--- config.mk ---
export PLATFORM = sky130hd
export DESIGN_NAME = osc_draw_scheduler
export DESIGN_NICKNAME = d
export VERILOG_FILES = /design/src/rtl/osc_draw_scheduler.sv
export SDC_FILE = /design/constraint.sdc
export NUM_CORES = 1
export LEC_CHECK = 0
export ABC_AREA = 1
export BUFFER_PORTS_ARGS = -buffer_cell sky130_fd_sc_hd__clkbuf_2
export CAP_MARGIN = 20
export CORE_ASPECT_RATIO = 0.9
export CORE_MARGIN = 3
export CORE_UTILIZATION = 25
export CTS_BUF_LIST = sky130_fd_sc_hd__clkbuf_4 sky130_fd_sc_hd__clkbuf_8 sky130_fd_sc_hd__clkbuf_16
export CTS_CLUSTER_DIAMETER = 80
export CTS_CLUSTER_SIZE = 40
export DETAILED_ROUTE_END_ITERATION = 6
export MAX_ROUTING_LAYER = met4
export PLACE_DENSITY = 0.43
export SYNTH_ARGS = -nofsm -noshare
export SYNTH_HDL_FRONTEND = slang
export SYNTH_SLANG_ARGS = --single-unit
--- constraint.sdc ---
create_clock -name clk -period 6.41 [get_ports clk]
set_input_delay 0.641 -clock clk [delete_from_list [all_inputs] [get_ports clk]]
set_output_delay 0.641 -clock clk [all_outputs]
set_load 0.05 [all_outputs]
--- src/rtl/osc_draw_scheduler.sv ---
// osc_draw_scheduler
// Shares one X/Y DAC pair between the ball, the paddle and the score bar.
// Once per frame the game state is copied into shadow registers. The
// scheduler then steps through each object point by point. Every point is
// held for DWELL cycles. The first point of each object gets SETTLE extra
// blanked cycles so the beam can move to the new object before it is shown.
module osc_draw_scheduler #(
    parameter int X_MAX          = 255,
    parameter int Y_MAX          = 220,
    parameter int PLATE_HALFWIDTH = 15,
    parameter int PLATE_X        = 255,
    parameter int BALL_R         = 1,
    parameter int DWELL          = 4,
    parameter int SETTLE         = 16,
    parameter int SCORE_Y        = 235,
    parameter int SCORE_STEP     = 4,
    parameter int SCORE_MAX_DOTS = 63
) (
    input  logic       clk,
    input  logic       reset,
    input  logic [7:0] x_b,
    input  logic [7:0] y_b,
    input  logic [7:0] y_p_mid,
    input  logic [7:0] score,
    output logic [7:0] dac_x,
    output logic [7:0] dac_y,
    output logic       dac_we,
    output logic       blank,
    output logic       frame_start,
    output logic [1:0] obj
);

    localparam int BW = $clog2(2*BALL_R + 2);
    localparam int HW = $clog2(SETTLE + DWELL + 1);

    localparam logic [BW-1:0]     BMAX       = BW'(2*BALL_R);
    localparam logic [HW-1:0]     FIRST_HOLD = HW'(SETTLE + DWELL - 1);
    localparam logic [HW-1:0]     NEXT_HOLD  = HW'(DWELL - 1);
    localparam logic [HW-1:0]     DWELL_H    = HW'(DWELL);
    localparam logic [7:0]        X_MAX_C    = 8'(X_MAX);
    localparam logic [7:0]        Y_MAX_C    = 8'(Y_MAX);
    localparam logic [7:0]        PH_C       = 8'(PLATE_HALFWIDTH);
    localparam logic [7:0]        PAD_HI_LIM = 8'(Y_MAX - PLATE_HALFWIDTH);
    localparam logic [7:0]        PLATE_X_C  = 8'(PLATE_X);
    localparam logic [7:0]        SCORE_Y_C  = 8'(SCORE_Y);
    localparam logic [7:0]        STEP_C     = 8'(SCORE_STEP);
    localparam logic [7:0]        SMAX_C     = 8'(SCORE_MAX_DOTS);
    localparam logic signed [10:0] R_S       = 11'(BALL_R);

    // Encoding chosen so the state value is directly the obj code.
    typedef enum logic [1:0] {
        ST_BALL   = 2'd0,
        ST_PADDLE = 2'd1,
        ST_SCORE  = 2'd2,
        ST_LATCH  = 2'd3
    } state_t;

    state_t        state_reg, state_next;
    logic          started_reg, started_next;
    logic [HW-1:0] hold_reg, hold_next;
    logic          first_reg, first_next;
    logic [7:0]    idx_reg, idx_next;
    logic [BW-1:0] dx_reg, dx_next, dy_reg, dy_next;
    logic [7:0]    xb_sh_reg, yb_sh_reg, yp_sh_reg, sc_sh_reg;
    logic          latch_en, new_pt, blank_next;
    logic [7:0]    pt_x, pt_y;
    logic [7:0]    pad_min, pad_max, pad_span, sc_n;

    // Ball axis coordinate: base + k - BALL_R, clamped to [0, lim]. The
    // extra headroom bits keep 255+1 from wrapping to a negative value.
    function automatic logic [7:0] ball_axis(input logic [7:0]    base,
                                             input logic [BW-1:0] k,
                                             input logic [7:0]    lim);
        logic signed [10:0] s;
        s = $signed({3'b000, base}) + $signed(11'(k)) - R_S;
        if (s < 11'sd0)
            return 8'd0;
        else if (s > $signed({3'b000, lim}))
            return lim;
        else
            return s[7:0];
    endfunction

    // Paddle extent and score dot count, derived from the shadow copies
    always_comb begin
        pad_max  = (yp_sh_reg <= PAD_HI_LIM) ? yp_sh_reg + PH_C : Y_MAX_C;
        pad_min  = (yp_sh_reg >= PH_C) ? yp_sh_reg - PH_C : 8'd0;
        pad_span = pad_max - pad_min;
        sc_n     = (sc_sh_reg > SMAX_C) ? SMAX_C : sc_sh_reg;
    end

    // Next-state, point sequencing and next output values
    always_comb begin
        state_next   = state_reg;
        started_next = started_reg;
        hold_next    = hold_reg;
        first_next   = first_reg;
        idx_next     = idx_reg;
        dx_next      = dx_reg;
        dy_next      = dy_reg;
        latch_en     = 1'b0;
        new_pt       = 1'b0;
        pt_x         = dac_x;
        pt_y         = dac_y;
        if (state_reg == ST_LATCH) begin
            if (!started_reg) begin
                // The first cycle after reset is a visible LATCH cycle.
                started_next = 1'b1;
            end else begin
                latch_en   = 1'b1;
                state_next = ST_BALL;
                dx_next    = '0;
                dy_next    = '0;
                first_next = 1'b1;
                hold_next  = FIRST_HOLD;
                new_pt     = 1'b1;
                pt_x       = ball_axis(x_b, '0, X_MAX_C);
                pt_y       = ball_axis(y_b, '0, Y_MAX_C);
            end
        end else if (hold_reg != '0) begin
            hold_next = hold_reg - HW'(1);
        end else begin
            first_next = 1'b0;
            hold_next  = NEXT_HOLD;
            new_pt     = 1'b1;
            case (state_reg)
                ST_BALL: begin
                    if (dx_reg == BMAX && dy_reg == BMAX) begin
                        state_next = ST_PADDLE;
                        idx_next   = 8'd0;
                        first_next = 1'b1;
                        hold_next  = FIRST_HOLD;
                        pt_x       = PLATE_X_C;
                        pt_y       = pad_min;
                    end else begin
                        if (dx_reg == BMAX) begin
                            dx_next = '0;
                            dy_next = dy_reg + BW'(1);
                        end else begin
                            dx_next = dx_reg + BW'(1);
                        end
                        pt_x = ball_axis(xb_sh_reg, dx_next, X_MAX_C);
                        pt_y = ball_axis(yb_sh_reg, dy_next, Y_MAX_C);
                    end
                end
                ST_PADDLE: begin
                    if (idx_reg == pad_span) begin
                        if (sc_n == 8'd0) begin
                            state_next = ST_LATCH;
                            new_pt     = 1'b0;
                            hold_next  = '0;
                        end else begin
                            state_next = ST_SCORE;
                            idx_next   = 8'd0;
                            first_next = 1'b1;
                            hold_next  = FIRST_HOLD;
                            pt_x       = 8'd0;
                            pt_y       = SCORE_Y_C;
                        end
                    end else begin
                        idx_next = idx_reg + 8'd1;
                        pt_x     = PLATE_X_C;
                        pt_y     = pad_min + idx_next;
                    end
                end
                default: begin
                    if (idx_reg == sc_n - 8'd1) begin
                        state_next = ST_LATCH;
                        new_pt     = 1'b0;
                        hold_next  = '0;
                    end else begin
                        idx_next = idx_reg + 8'd1;
                        pt_x     = idx_next * STEP_C;
                        pt_y     = SCORE_Y_C;
                    end
                end
            endcase
        end
        blank_next = (state_next == ST_LATCH) ||
                     (first_next && (hold_next >= DWELL_H));
    end

    // State, counters, shadow registers and registered outputs
    always_ff @(posedge clk or posedge reset) begin
        if (reset) begin
            state_reg   <= ST_LATCH;
            started_reg <= 1'b0;
            hold_reg    <= '0;
            first_reg   <= 1'b0;
            idx_reg     <= 8'd0;
            dx_reg      <= '0;
            dy_reg      <= '0;
            xb_sh_reg   <= 8'd0;
            yb_sh_reg   <= 8'd0;
            yp_sh_reg   <= 8'd0;
            sc_sh_reg   <= 8'd0;
            dac_x       <= 8'd0;
            dac_y       <= 8'd0;
            dac_we      <= 1'b0;
            blank       <= 1'b1;
            frame_start <= 1'b0;
            obj         <= 2'd3;
        end else begin
            state_reg   <= state_next;
            started_reg <= started_next;
            hold_reg    <= hold_next;
            first_reg   <= first_next;
            idx_reg     <= idx_next;
            dx_reg      <= dx_next;
            dy_reg      <= dy_next;
            if (latch_en) begin
                xb_sh_reg <= x_b;
                yb_sh_reg <= y_b;
                yp_sh_reg <= y_p_mid;
                sc_sh_reg <= score;
            end
            dac_x       <= pt_x;
            dac_y       <= pt_y;
            dac_we      <= new_pt;
            blank       <= blank_next;
            frame_start <= (state_next == ST_LATCH);
            obj         <= state_next;
        end
    end

endmodule

## Word level (Yosys, flattened, before mapping)

Cells that the tools add are included.

- Register bits after elaboration: 72
- Input bits: 34
- Output and inout port bits: 21
- Logic and storage cells: 150

- $add $sub $neg: 15
- Order comparisons: 12
- Eq/ne operators: 15
- Mux-type cells: 80
- Bitwise logic cells: 2
- Reductions and logical operators: 10

Operator list:

| operator | count |
|---|---|
| two-way mux 8 bit | 28 |
| two-way mux 2 bit | 26 |
| case mux 8 bit (2 select lines) | 3 |
| two-way mux 5 bit | 6 |
| > comparator 10 x 9 -> 1 bit (second input constant) | 2 |
| < comparator 10 x 1 -> 1 bit (second input constant) | 2 |
| subtractor 9 x 1 -> 10 bit (second input constant) | 2 |
| adder 8 x 2 -> 9 bit | 2 |
| > comparator 9 bit (second input constant) | 2 |
| < comparator 9 x 1 -> 1 bit (second input constant) | 2 |
| subtractor 8 x 1 -> 9 bit (second input constant) | 2 |
| equality test 8 bit | 2 |
| two-way mux 1 bit | 13 |
| case mux 5 bit (2 select lines) | 1 |
| adder 8 x 1 -> 8 bit (second input constant) | 1 |
| adder 8 x 4 -> 8 bit (second input constant) | 1 |
| adder 8 bit | 1 |
| equality test 2 bit (second input constant) | 4 |
| >= comparator 8 x 4 -> 1 bit (second input constant) | 1 |
| > comparator 8 x 6 -> 1 bit (second input constant) | 1 |
| <= comparator 8 bit (second input constant) | 1 |
| zero test 8 bit | 1 |
| inequality test 2 bit (second input constant) | 4 |
| AND reduction 4 bit | 2 |
| other kinds (20) | 24 |

## Depth between registers and ports, before layout

Gate-level depths: netlist of the first run.

- Depth in word-level cells: 15
- Depth in mapped cells: 28

## Worst setup path before layout of the first run

OpenSTA, ideal clock, no wires.

- Path kind: reg2reg
- From: register yp_sh_reg[0]
- To: register dac_y[0]
- Library setup time: 0.121 ns
- Arrival: 3.278 ns
- Required time: 6.289 ns
- Setup slack: 3.011 ns
- Cell stages (with the launch flop): 25
- Cells stage by stage: dfrtp_1 -> inv_1 -> ha_1 -> nor2_1 -> nand2_1 -> o21ai_0 -> and3_1 -> inv_1 -> nand2_1 -> ha_1 -> inv_1 -> fa_1 -> xnor2_1 -> nand2_1 -> nor2_1 -> nand3_1 -> nor2_1 -> nand3_2 -> nor2_8 -> nand3_2 -> nand3_4 -> inv_4 -> buf_6 -> nor2_2 -> a21oi_1

- Word-level cells in the longest chain between the ends: 8
- Elaborated cells between the ends (all ways): 16
- Those cells by class: 4 x add/sub; 2 x order compare; 2 x eq/ne; 7 x mux; 1 x reduce/logical

Ends and longest elaborated chain:

| item | RTL line | source |
|---|---|---|
| from (decl) | 64 | `logic [7:0] xb_sh_reg, yb_sh_reg, yp_sh_reg, sc_sh_reg;` |
| from (signal assigned) | 214 | `yp_sh_reg <= y_p_mid;` |
| adder 8 x 4 -> 8 bit, or another cell as far along | 86 | `pad_max = (yp_sh_reg <= PAD_HI_LIM) ? yp_sh_reg + PH_C : Y_MAX_C;` |
| two-way mux 8 bit (on tied branches) | 86, 87 |  |
| subtractor 8 bit | 88 | `pad_span = pad_max - pad_min;` |
| equality test 8 bit | 147 | `if (idx_reg == pad_span) begin` |
| two-way mux 8 bit | 147 |  |
| case mux 8 bit (2 select lines) | 126 | `case (state_reg)` |
| two-way mux 8 bit | 120 | `end else if (hold_reg != '0) begin` |
| two-way mux 8 bit | 105 | `if (state_reg == ST_LATCH) begin` |
| to (signal assigned) | 218 | `dac_y <= pt_y;` |
| to (decl) | 26 | `output logic [7:0] dac_y,` |

Parallel ways exist; a longest one is shown, timed or not. The select of a mux whose other input is x is not followed.
A chain may end at the register's enable or synchronous reset.

## Worst setup path after layout of the first run

- From: register yp_sh_reg[0]
- To: register idx_reg[2]

- Word-level cells in the longest chain between the ends: 6
- Elaborated cells between the ends (all ways): 12
- Those cells by class: 3 x add/sub; 2 x order compare; 2 x eq/ne; 4 x mux; 1 x reduce/logical

Ends and longest elaborated chain:

| item | RTL line | source |
|---|---|---|
| adder 8 x 4 -> 8 bit, or another cell as far along | 86 |  |
| two-way mux 8 bit (on tied branches) | 86, 87 |  |
| subtractor 8 bit (*) | 88 |  |
| equality test 8 bit (*) | 147 |  |
| inequality test 3 bit (no source line) / two-way mux 8 bit (equally long branches) | -- |  |
| AND reduction 5 bit (no source line) / case mux 8 bit (2 select lines) (equally long branches) | -- |  |
| to (signal assigned) | 208 | `idx_reg <= idx_next;` |
| to (decl) | 62 | `logic [7:0] idx_reg, idx_next;` |

Mark *: on every way between the ends. The rest lies on a longest branch, timed or not.

==> results of run 1 <==
layer usage:
metal	vias to the layer above	wire, um	GRT usage
met1	2728	9655	0.1951
met4	0	142	0.03266
met3	9	412	0.01894
li1	3187	-	-
met5	-	0	-
met2	77	7994	0.2144
path summary, 6_finish.rpt:
kind	cells past startpoint	startpoint	to
max	25	yp_sh_reg[0]	idx_reg[2]
min in group clk	2	dac_x[4]	dac_x[4]
min	3	reset	sc_sh_reg[6]
max in group asynchronous	4	reset	blank
max reg2reg	25	yp_sh_reg[0]	idx_reg[2]
min reg2reg	2	dac_x[4]	dac_x[4]
power groups by stage:
stage	Combinational, mW	Sequential [mW]	Clock, mW
global route	0.0452	0.454	0.560
detailed placement	0.0384	0.463	0
floorplan	0.0182	0.463	0
finish	0.0391	0.454	0.519
global placement	0.0385	0.463	0
CTS	0.0388	0.454	0.543
worst max-delay path: cells and delay by family, from the launching register on:
kind,cells,cell delay (ns)
fa+ha+maj,3,0.83
flops,1,0.42
simple gates,16,1.88
compound gates,2,0.19
buf+inv,4,0.47
through the flow:
step | worst slack (ns) | utilization | instances | power, mW
after floorplan | 3.011 | - | 959 | 0.4811
after global placement | 2.597 | 0.2845 | 1336 | 0.5013
after detailed placement | 2.517 | 0.2845 | 1336 | 0.5013
after CTS | 2.479 | 0.2967 | 1352 | 1.037
after global routing | 1.846 | 0.2978 | 1353 | 1.060
final | 2.474 | 0.2978 | 1353 | 1.013
cell type report:
class,instances,area [um^2],area share
clock buffer,10,232.7,0.03160
clock inverter,6,68.82,0.009344
inverter,160,604.3,0.08206
multi-input combinational,711,3913,0.5313
sequential,72,1805,0.2452
tap,336,420.4,0.05708
timing repair buffer,58,320.3,0.04349
layout by cell type, fill, tap and decap left out, types with 9 or more instances in the layout:
master,Yosys,layout
sky130_fd_sc_hd__clkbuf_2,0,54
sky130_fd_sc_hd__nand2_1,272,272
sky130_fd_sc_hd__inv_1,156,155
sky130_fd_sc_hd__nand4_1,26,26
sky130_fd_sc_hd__dfrtp_1,69,69
sky130_fd_sc_hd__o21ai_0,70,70
sky130_fd_sc_hd__xor2_1,31,31
sky130_fd_sc_hd__nand3_1,85,85
sky130_fd_sc_hd__clkbuf_16,0,9
sky130_fd_sc_hd__nor2_1,69,69
sky130_fd_sc_hd__nor3_1,10,10
sky130_fd_sc_hd__a21oi_1,32,32
sky130_fd_sc_hd__ha_1,52,52
cells by family after synthesis:
kind of cell               after synthesis
AOI/OAI and AO/OA                      126
xor gates and xnor gates                39
adders and majority gates               56
buffers and inverters                  176
DFF                                     72
muxes                                    1
and+or+nand+nor                        489
==> implementation parameters, run 1 <==
Parameter                              Value

Run status
  Result of the run    finished, final reports clean

Pwr
  Leakage power    4.010 nW
  Logic gate share of total power    0.039
  Sequential share of power    0.449
  Proportion of power drawn by the clock network    0.513
  Power per Cell Area    137.5 nW/um^2
  Switching power as a share of total power    0.2331
  Design internal power    776.7 uW
  Switching power summed over all nets    236.1 uW
  Worst IR drop on VDD    0.1171 mV

Synthesis
  Basic-gate share of the synthesized area counting and, or, nand and nor cells    0.3343
  Number of unique standard cell types used by synthesis    48
  Seq cells post-synth    72
  Synthesized netlist net count    1049
  Leading cell types by total area after synthesis    sky130_fd_sc_hd__dfrtp_1, sky130_fd_sc_hd__nand2_1, sky130_fd_sc_hd__ha_1
  Most used standard cells in the synthesized netlist    sky130_fd_sc_hd__nand2_1, sky130_fd_sc_hd__inv_1, sky130_fd_sc_hd__nand3_1, sky130_fd_sc_hd__o21ai_0
  Synthesized netlist cell count    959
  Synthesis Warnings    0
  Dominant combinational cell family by area after synthesis    simple AND/OR/NAND/NOR gates
  Compound-gate portion of the synthesized area    0.1072
  Portion of netlist area occupied by mux cells    0.001757
  Number of synthesized flops with an enable pin    0
  Count leader, synth    sky130_fd_sc_hd__nand2_1
  Share of the yosys chip area belonging to registers    0.2818
  Avg Cell Area, Syn    6.681 um^2
  Predominant post-synthesis flop cell    sky130_fd_sc_hd__dfrtp_1
  Post-synthesis cell type with the largest combined area    sky130_fd_sc_hd__dfrtp_1
  Proportion of netlist area held by the largest area contributor    0.2695
  Fraction of the mapped netlist area in adder cells    0.1140
  Async S/R FF share, synth    1.000
  Cell Area, Synth    6407 um^2
  Share of the synthesized netlist area taken by xor and xnor gates    0.05331

Floorplan
  Area of the die    27590 um^2
  Effective utilization at floorplan    0.2591
  Die Wd    174.8 um
  Vertical die dimension    157.9 um
  I/O pin cnt    55
  Core Box Area    24730 um^2
  Rows    54

Routing
  Final routed wire length divided by cell count    13.46 um
  Violation count after the first detailed-routing iteration    344
  Overall routed net length    18210 um
  Drt first pass iters    4
  Vias after detailed routing    6001
  Number of nets still failing antenna checks after routing    0
  Via-per-instance ratio    4.435
  # DRC    0

Setup path
  Data required time at the worst endpoint    6.62 ns
  Data arrival time of the worst path    4.15 ns
  Critical Path Sink Type    flop
  Kind of start point of the critical path    flop
  Maximum fanout along the worst path    9
  Type of the worst setup path    flop to flop
  Cell repeated most along the worst path    sky130_fd_sc_hd__nand2_1
  R2r setup slk    2.47 ns
  Largest stage delay on the critical path    0.43 ns
  Slowest cell on the critical path    sky130_fd_sc_hd__fa_1

Global routing
  Global-route wire length before repair    30050 um
  Number of global-route vias before repair    5859
  Largest net degree at the start of global routing    73
  Aggregate global-route resource usage    0.1394
  Initial antenna violation count    0
  GRT overflow    0

CTS
  Max clock buf depth    2
  Post-CTS Resized    0
  Clock tree from TritonCTS    done
  CTS root buffer    sky130_fd_sc_hd__clkbuf_16
  Clock latency of the later-clocked register in the worst-skew pair    0.35 ns
  Number of buffers added by the clock tree synthesis step    9
  CTS clock-pin slew for the worst setup and hold paths    0.06 ns
  H-Tree Depth    3
  Count of clock tree sinks    72
  Post-cts hold buffer count    0
  # Post-CTS Setup Buffers    0

Placed design
  Placer Congestion    0.8620
  DP HPWL    14610 um
  Post-DP Area    7036 um^2
  Total of buffers placed on input and output ports    54

Timing
  Final min period    3.936 ns
  Total Negative Setup Slacks    0 ns
  Worst relative slew slack    0.4516
  Transition at the pin with the smallest max-transition slack    0.8176 ns
  Fin crit share    0.6141
  Final Max Slew Viols    0
  Clock skew    0.01316 ns
  Final-report hold violation count    0
  Top achievable clock speed    254.0 MHz
  Minimum hold slack    0.2998 ns
  Setup violations, final    0
  Setup repair after global routing missed its margin    no

Job
  Max Cap Violations    0

Layout
  Final instance area    7365 um^2
  Share of cells above drive strength 1    0.1042
  Layout area overhead    14.94%
  Number of inserted diodes    0
  Number of fillers in the final layout    2819
  Final net count    1102

Min path
  Class of the most critical hold timing path    primary input to asynchronous set/reset pin
Note: power is estimated with default switching activity, not from simulation.
==> inputs of run 2 (changes only) <==
--- a/config.mk
+++ b/config.mk
@@ -16,7 +16,7 @@
 export CTS_CLUSTER_SIZE = 40
 export DETAILED_ROUTE_END_ITERATION = 6
 export MAX_ROUTING_LAYER = met4
-export PLACE_DENSITY = 0.43
+export PLACE_DENSITY = 0.44
 export SYNTH_ARGS = -nofsm -noshare
 export SYNTH_HDL_FRONTEND = slang
 export SYNTH_SLANG_ARGS = --single-unit
==> constraint.sdc (replaced) <==
create_clock -name clk -period 3.4 [get_ports clk]
set_input_delay 0.34 -clock clk [delete_from_list [all_inputs] [get_ports clk]]
set_output_delay 0.34 -clock clk [all_outputs]
set_load 0.05 [all_outputs]
==> run 2 against run 1 <==
The run now ends with negative setup slack left. Die area unchanged. Combinational power increased by 80%. Non-clock buffer count increased by 63. Sequential power increased by 89%. Sequential share of layout area decreased by 2.7 points. Global-route usage increased by 0.66 points. Critical endpoint is now hold_reg[1]. Largest power group unchanged. Highest routed layer unchanged.
==> implementation parameters, run 2 (synthesized netlist as in run 1, its figures left out) <==
Parameter                              Value

Floorplan
  Rows    54 (unchanged)
  Effective utilization at floorplan    0.2591 (unchanged)
  Vertical die dimension    157.9 um (unchanged)
  Area of the die    27590 um^2 (unchanged)
  Core Box Area    24730 um^2 (unchanged)
  I/O pin cnt    55 (unchanged)
  Die Wd    174.8 um (unchanged)

Pwr
  Leakage power    4.399 nW (+9.7%)
  Power per Cell Area    231.8 nW/um^2 (+69%)
  Worst IR drop on VDD    0.2060 mV (+76%)
  Total power    1.919 mW (+89%)

Timing
  Setup violations, final    1 (+1)
  Worst setup margin    -0.007381 ns (-2.481 ns)
  Clock skew    0.01039 ns (-0.002771 ns)
  Transition at the pin with the smallest max-transition slack    0.7138 ns (-0.1038 ns)
  Worst relative slew slack    0.5236 (+0.07196)
  Setup repair after global routing missed its margin    yes
  Final Max Slew Viols    0 (unchanged)
  Top achievable clock speed    293.5 MHz (+16%)
  Final-report hold violation count    0 (unchanged)
  Final min period    3.407 ns (-0.5290 ns)
  Fin crit share    1.002 (+0.3881)

Placed design
  Total of buffers placed on input and output ports    54 (unchanged)
  DP HPWL    15040 um (+2.9%)
  Placed cell count    1387 (+3.8%)
  Placer Congestion    0.8316 (-3.5%)

Setup path
  CP bufs+invs    4 (unchanged)
  Slowest cell on the critical path    sky130_fd_sc_hd__fa_2
  Critical Path Sink Type    flop
  CP top delay family    simple AND/OR/NAND/NOR gates
  Largest stage delay on the critical path    0.54 ns (+0.11 ns)
  Type of the worst setup path    flop to flop
  Cells along the critical path    inv_2 -> ha_4 -> nor2_4 -> nand2_1 -> o21ai_1 -> and3_4 -> inv_4 -> nand2_4 -> ha_4 -> inv_2 -> fa_2 -> xnor2_2 -> nand2_1 -> nor2_2 -> nand3_1 -> nor2_1 -> nand3_2 -> nor2_8 -> nand3_4 -> nand3_4 -> buf_12 -> o21ai_4 -> or2_1
  Register-to-Register Path Depth    23 (-8.0%)
  Data arrival time of the worst path    3.64 ns (-0.51 ns)
  CP Depth    23 (-8.0%)
  Data required time at the worst endpoint    3.63 ns (-2.99 ns)
  Maximum fanout along the worst path    6 (-3)
  Kind of start point of the critical path    flop

Global routing
  Global-route wire length before repair    31440 um (+4.6%)
  GRT overflow    0 (unchanged)
  Aggregate global-route resource usage    0.1460 (+0.006586)
  Number of global-route vias before repair    6162 (+5.2%)
  Initial antenna violation count    0 (unchanged)
  Largest net degree at the start of global routing    39 (-47%)

Routing
  Violation count after the first detailed-routing iteration    348 (+1.2%)
  Met1 WL    9908 um (+2.6%)
  Overall routed net length    19180 um (+5.3%)
  Met3 wire length    519 um (+26%)
  Final routed wire length divided by cell count    13.53 um (+0.57%)
  Vias after detailed routing    6374 (+6.2%)
  Top layer in use    met4
  Via-per-instance ratio    4.498 (+1.4%)
  # DRC    0 (unchanged)
  DR WL met2    8522 um (+6.6%)
  Drt first pass iters    5 (+1)
  Number of nets still failing antenna checks after routing    0 (unchanged)

Layout
  Non-filler instance count after layout    1417 (+4.7%)
  Most common library cell in the layout ignoring fill and taps    sky130_fd_sc_hd__nand2_1
  Layout area overhead    29.21%
  Final net count    1166 (+5.8%)
  Multi-input gate area in the final layout    4263 um^2 (+9.0%)
  Util after Layout    0.3348 (+0.03699)
  Sequential cell area    1805 um^2 (unchanged)
  Share of cells above drive strength 1    0.2183 (+0.1141)
  Number of inserted diodes    0 (unchanged)
  Commonest cells after routing, fill and taps aside    sky130_fd_sc_hd__nand2_1, sky130_fd_sc_hd__inv_1, sky130_fd_sc_hd__nand3_1, sky130_fd_sc_hd__dfrtp_1, sky130_fd_sc_hd__o21ai_0
  Number of fillers in the final layout    2755 (-2.3%)

CTS
  Count of clock tree sinks    72 (unchanged)
  CTS clock-pin slew for the worst setup and hold paths    0.06 ns (about the same)
  Max clock buf depth    2 (unchanged)
  Clock latency of the later-clocked register in the worst-skew pair    0.35 ns (about the same)
  Clock tree from TritonCTS    done
  Number of buffers added by the clock tree synthesis step    9 (unchanged)
  Post-cts hold buffer count    0 (unchanged)
  CTS root buffer    sky130_fd_sc_hd__clkbuf_16
  H-Tree Depth    3 (unchanged)

Run status
  Failing checks    negative setup slack
  Result of the run    complete, but fails checks

Min path
  Class of the most critical hold timing path    primary input to asynchronous set/reset pin

Job
  Max Cap Violations    0 (unchanged)
==> run 2: per-layer routing <==
metal / vias up / global-route usage
li1: 3308 / -
met1: 2963 / 0.2039
met2: 86 / 0.2242
met3: 17 / 0.02158
met4: 0 / 0.03342
met5: - / -
==> run 2: final cells by class <==
| class | instances | share of cell area |
|---|---|---|
| Clock buffer | 11 | 0.02977 |
| Clock inverter | 5 | 0.006801 |
| Inverter | 160 | 0.07481 |
| Multi-Input combinational cell | 711 | 0.5149 |
| Sequential cell | 72 | 0.2181 |
| Tap cell | 336 | 0.05078 |
| Timing Repair Buffer | 121 | 0.1040 |
| Timing Repair inverter | 1 | 0.0009068 |
==> run 2: final timing paths <==
| check | start | end | slack, ns |
|---|---|---|---|
| worst max-delay path | yp_sh_reg[0] | hold_reg[1] | -0.007 |
| worst min-delay path | reset | sc_sh_reg[7] | 0.06 |
| worst max register to register | yp_sh_reg[0] | hold_reg[1] | -0.007 |
| worst min register to register | dac_x[3] | dac_x[3] | 0.48 |
| max in group asynchronous | reset | yb_sh_reg[5] | 2.57 |
| min in group clk | score[4] | sc_sh_reg[4] | 0.21 |
==> run 2: report_power, final <==
group | leakage, nW | switching (mW) | internal [mW]
Combinational | 3.51 | 0.0457 | 0.0246
Sequential | 0.740 | 0 | 0.857
Clock | 0.149 | 0.396 | 0.596
==> run 2: stage by stage <==
step	setup WS, ns	setup TNS [ns]	instance area [um^2]	hold slack (ns)
after floorplan	0.001060	0	6407	0.4517
after global placement	-0.1244	-1.500	7443	0.4594
after detailed placement	-0.1604	-2.064	7443	0.4581
after CTS	-0.06056	-0.8390	7931	0.08084
after global routing	-0.2335	-4.999	8279	0.1099
final	-0.007381	-0.007381	8279	0.06323
==> run 2: worst reg2reg max path: stages (launching register included) <==
cell	delay [ns]
sky130_fd_sc_hd__dfrtp_1	0.37
sky130_fd_sc_hd__inv_2	0.06
sky130_fd_sc_hd__ha_4	0.16
sky130_fd_sc_hd__nor2_4	0.07
sky130_fd_sc_hd__nand2_1	0.05
sky130_fd_sc_hd__o21ai_1	0.14
sky130_fd_sc_hd__and3_4	0.22
sky130_fd_sc_hd__inv_4	0.04
sky130_fd_sc_hd__nand2_4	0.06
sky130_fd_sc_hd__ha_4	0.12
sky130_fd_sc_hd__inv_2	0.03
sky130_fd_sc_hd__fa_2	0.54
sky130_fd_sc_hd__xnor2_2	0.11
sky130_fd_sc_hd__nand2_1	0.08
sky130_fd_sc_hd__nor2_2	0.11
sky130_fd_sc_hd__nand3_1	0.07
sky130_fd_sc_hd__nor2_1	0.11
sky130_fd_sc_hd__nand3_2	0.14
sky130_fd_sc_hd__nor2_8	0.17
sky130_fd_sc_hd__nand3_4	0.09
sky130_fd_sc_hd__nand3_4	0.14
sky130_fd_sc_hd__buf_12	0.15
sky130_fd_sc_hd__o21ai_4	0.07
sky130_fd_sc_hd__or2_1	0.20
==> run 2: timing repair <==
| item | CTS | global route |
|---|---|---|
| cloned | 2 | 0 |
| resized for setup | 25 | 75 |
| buffers inserted | 7 | 6 |
| pin swaps | 13 | 24 |
| setup endpoints to repair | 27 | 33 |
==> inputs of run 3 (changes only) <==
--- a/config.mk
+++ b/config.mk
@@ -16,7 +16,7 @@
 export CTS_CLUSTER_SIZE = 40
 export DETAILED_ROUTE_END_ITERATION = 6
 export MAX_ROUTING_LAYER = met4
-export PLACE_DENSITY = 0.44
+export PLACE_DENSITY = 0.43
 export SYNTH_ARGS = -nofsm -noshare
 export SYNTH_HDL_FRONTEND = slang
 export SYNTH_SLANG_ARGS = --single-unit
==> constraint.sdc (replaced) <==
create_clock -name clk -period 3.85 [get_ports clk]
set_input_delay 0.385 -clock clk [delete_from_list [all_inputs] [get_ports clk]]
set_output_delay 0.385 -clock clk [all_outputs]
set_load 0.05 [all_outputs]
==> run 3 against run 2 <==
The flow finishes with violations (design-rule violations). Global-route usage is 0.13 points lower. Clock skew hardly changed. Via count is 4.1% lower. Sequential power is 12% lower. Core utilization is 2.8 points lower. Clock power is 3.9% lower. Critical path depth is 1 lower. Non-clock buffer count is 45 lower. Count of clock-buffer cells in the layout is 1 lower. Fmax is 2.9% lower. Total power is 7.7% lower. Highest routed layer unchanged.
==> implementation parameters, run 3 (synthesized netlist as in run 1, its figures left out) <==
Parameter                              Value

Setup path
  Data arrival time of the worst path    3.74 ns (+0.10 ns)
  Critical Path Sink Type    flop
  Slowest cell on the critical path    sky130_fd_sc_hd__fa_1
  Kind of start point of the critical path    flop
  Largest stage delay on the critical path    0.45 ns (-0.09 ns)
  Type of the worst setup path    flop to flop
  CP bufs+invs    3 (-1)
  Maximum fanout along the worst path    7 (+1)
  CP top delay family    simple AND/OR/NAND/NOR gates
  Data required time at the worst endpoint    4.08 ns (+0.45 ns)
  Cells along the critical path    inv_2 -> ha_2 -> nor2_2 -> nand2_1 -> o21ai_0 -> and3_1 -> inv_2 -> nand2_2 -> ha_1 -> inv_1 -> fa_1 -> xnor2_1 -> nand2_1 -> nor2_1 -> nand3_1 -> nor2_1 -> nand3_2 -> nor2_8 -> nand3_4 -> nand3_4 -> o21ai_2 -> or2_1

CTS
  Count of clock tree sinks    72 (unchanged)
  Clock latency of the later-clocked register in the worst-skew pair    0.35 ns (about the same)
  CTS clock-pin slew for the worst setup and hold paths    0.06 ns (about the same)
  Post-cts hold buffer count    0 (unchanged)
  CTS root buffer    sky130_fd_sc_hd__clkbuf_16
  H-Tree Depth    3 (unchanged)
  Clock tree from TritonCTS    done
  Number of buffers added by the clock tree synthesis step    9 (unchanged)
  Max clock buf depth    2 (unchanged)

Pwr
  Leakage power    4.108 nW (-6.6%)
  Power per Cell Area    233.5 nW/um^2 (+0.74%)
  Worst IR drop on VDD    0.1628 mV (-21%)

Layout
  Util after Layout    0.3068 (-0.02798)
  Final net count    1121 (-3.9%)
  Commonest cells after routing, fill and taps aside    sky130_fd_sc_hd__nand2_1, sky130_fd_sc_hd__inv_1, sky130_fd_sc_hd__nand3_1, sky130_fd_sc_hd__o21ai_0, sky130_fd_sc_hd__dfrtp_1
  Number of fillers in the final layout    2782 (+0.98%)
  Share of cells above drive strength 1    0.1332 (-0.08511)
  Layout area overhead    18.41%
  Most common library cell in the layout ignoring fill and taps    sky130_fd_sc_hd__nand2_1
  Final instance area    7587 um^2 (-8.4%)
  Number of inserted diodes    0 (unchanged)

Routing
  Violation count after the first detailed-routing iteration    365 (+4.9%)
  Via-per-instance ratio    4.457 (-0.92%)
  # DRC    8 (+8)
  Number of nets still failing antenna checks after routing    0 (unchanged)
  Overall routed net length    18920 um (-1.3%)
  Vias after detailed routing    6115 (-4.1%)
  Drt first pass iters    7 (+2)
  Final routed wire length divided by cell count    13.79 um (+1.9%)

Timing
  Transition at the pin with the smallest max-transition slack    0.5837 ns (-0.1301 ns)
  Clock skew    0.01028 ns (-0.0001080 ns)
  Setup violations, final    0 (-1)
  Fin crit share    0.9114 (-0.09081)
  Final Max Slew Viols    0 (unchanged)
  Final-report hold violation count    0 (unchanged)
  Minimum hold slack    0.05711 ns (-0.006117 ns)
  Final min period    3.509 ns (+0.1013 ns)
  Top achievable clock speed    285.0 MHz (-2.9%)
  Worst relative slew slack    0.6079 (+0.08430)

Placed design
  Post-DP Area    7138 um^2 (-4.1%)
  Placer Congestion    0.8516 (+2.4%)
  DP HPWL    14860 um (-1.2%)
  Total of buffers placed on input and output ports    54 (unchanged)

Global routing
  Largest net degree at the start of global routing    35 (-10%)
  Number of global-route vias before repair    6030 (-2.1%)
  Initial antenna violation count    0 (unchanged)
  GRT overflow    0 (unchanged)
  Global-route wire length before repair    30970 um (-1.5%)
  Aggregate global-route resource usage    0.1447 (-0.001347)

Floorplan
  Vertical die dimension    157.9 um (unchanged)
  Core Box Area    24730 um^2 (unchanged)
  Die Wd    174.8 um (unchanged)
  Area of the die    27590 um^2 (unchanged)
  I/O pin cnt    55 (unchanged)
  Effective utilization at floorplan    0.2591 (unchanged)
  Rows    54 (unchanged)

Run status
  Failing checks    design-rule violations
  Result of the run    complete, but fails checks

Job
  Max Cap Violations    0 (unchanged)

Min path
  Class of the most critical hold timing path    primary input to asynchronous set/reset pin
-- run 3: area by class of cell --
class                   instances  area, um^2  share of cell area
clock buffers                  10       232.7             0.03067
inverters                     160       611.8             0.08064
well taps                     336       420.4             0.05541
repair buffers                 76       465.4             0.06135
multi-input cells             711        3953              0.5209
flip-flops and latches         72        1807              0.2381
repair inverters                1       5.005           0.0006596
clock inverters                 6       92.59             0.01220
-- run 3: worst register-to-register path, delay by kind of cell (launching register included) --
kind / cells / cell delay (ns)
xor gates and xnor gates: 1 / 0.17
DFF: 1 / 0.40
adders and majority gates: 3 / 0.78
AOI/OAI and AO/OA: 2 / 0.22
and+or+nand+nor: 13 / 1.63
buffers and inverters: 3 / 0.18
-- run 3: metal layers --
metal / track usage / wire, um
met2: 0.2244 / 8251
met5: - / 0
met4: 0.03646 / 221
met1: 0.1993 / 9872
met3: 0.02086 / 578
-- run 3: path summary, 6_finish.rpt --
kind                         startpoint      endpoint  slack, ns  depth (start not counted)
setup / recovery           yp_sh_reg[1]   hold_reg[1]       0.34                         22
hold / removal                    reset  sc_sh_reg[6]       0.06                          2
setup reg to reg           yp_sh_reg[1]   hold_reg[1]       0.34                         22
hold reg to reg                dac_x[3]      dac_x[3]       0.48                          2
max in group asynchronous         reset      dac_y[4]       2.98                          3
min in group clk               score[7]  sc_sh_reg[7]       0.24                          3
-- run 3: power breakdown --
group	switching (mW)	internal (mW)
registers	0	0.756
logic	0.0406	0.0216
clock network	0.374	0.579
-- run 3: stage by stage --
step	TNS (ns)	instances	setup slack (ns)	power [mW]
floorplan	0	959	0.4511	0.8010
global placement	0	1348	0.1876	0.8360
detailed placement	0	1348	0.1415	0.8353
CTS	0	1364	0.09134	1.807
global route	-0.001447	1372	-0.001447	1.845
finish	0	1372	0.3413	1.772
-- run 3: timing repair --
action                     4_1_cts  5_1_grt
setup buffers                    0        6
setup endpoints to repair        0       27
resized for setup                0       18
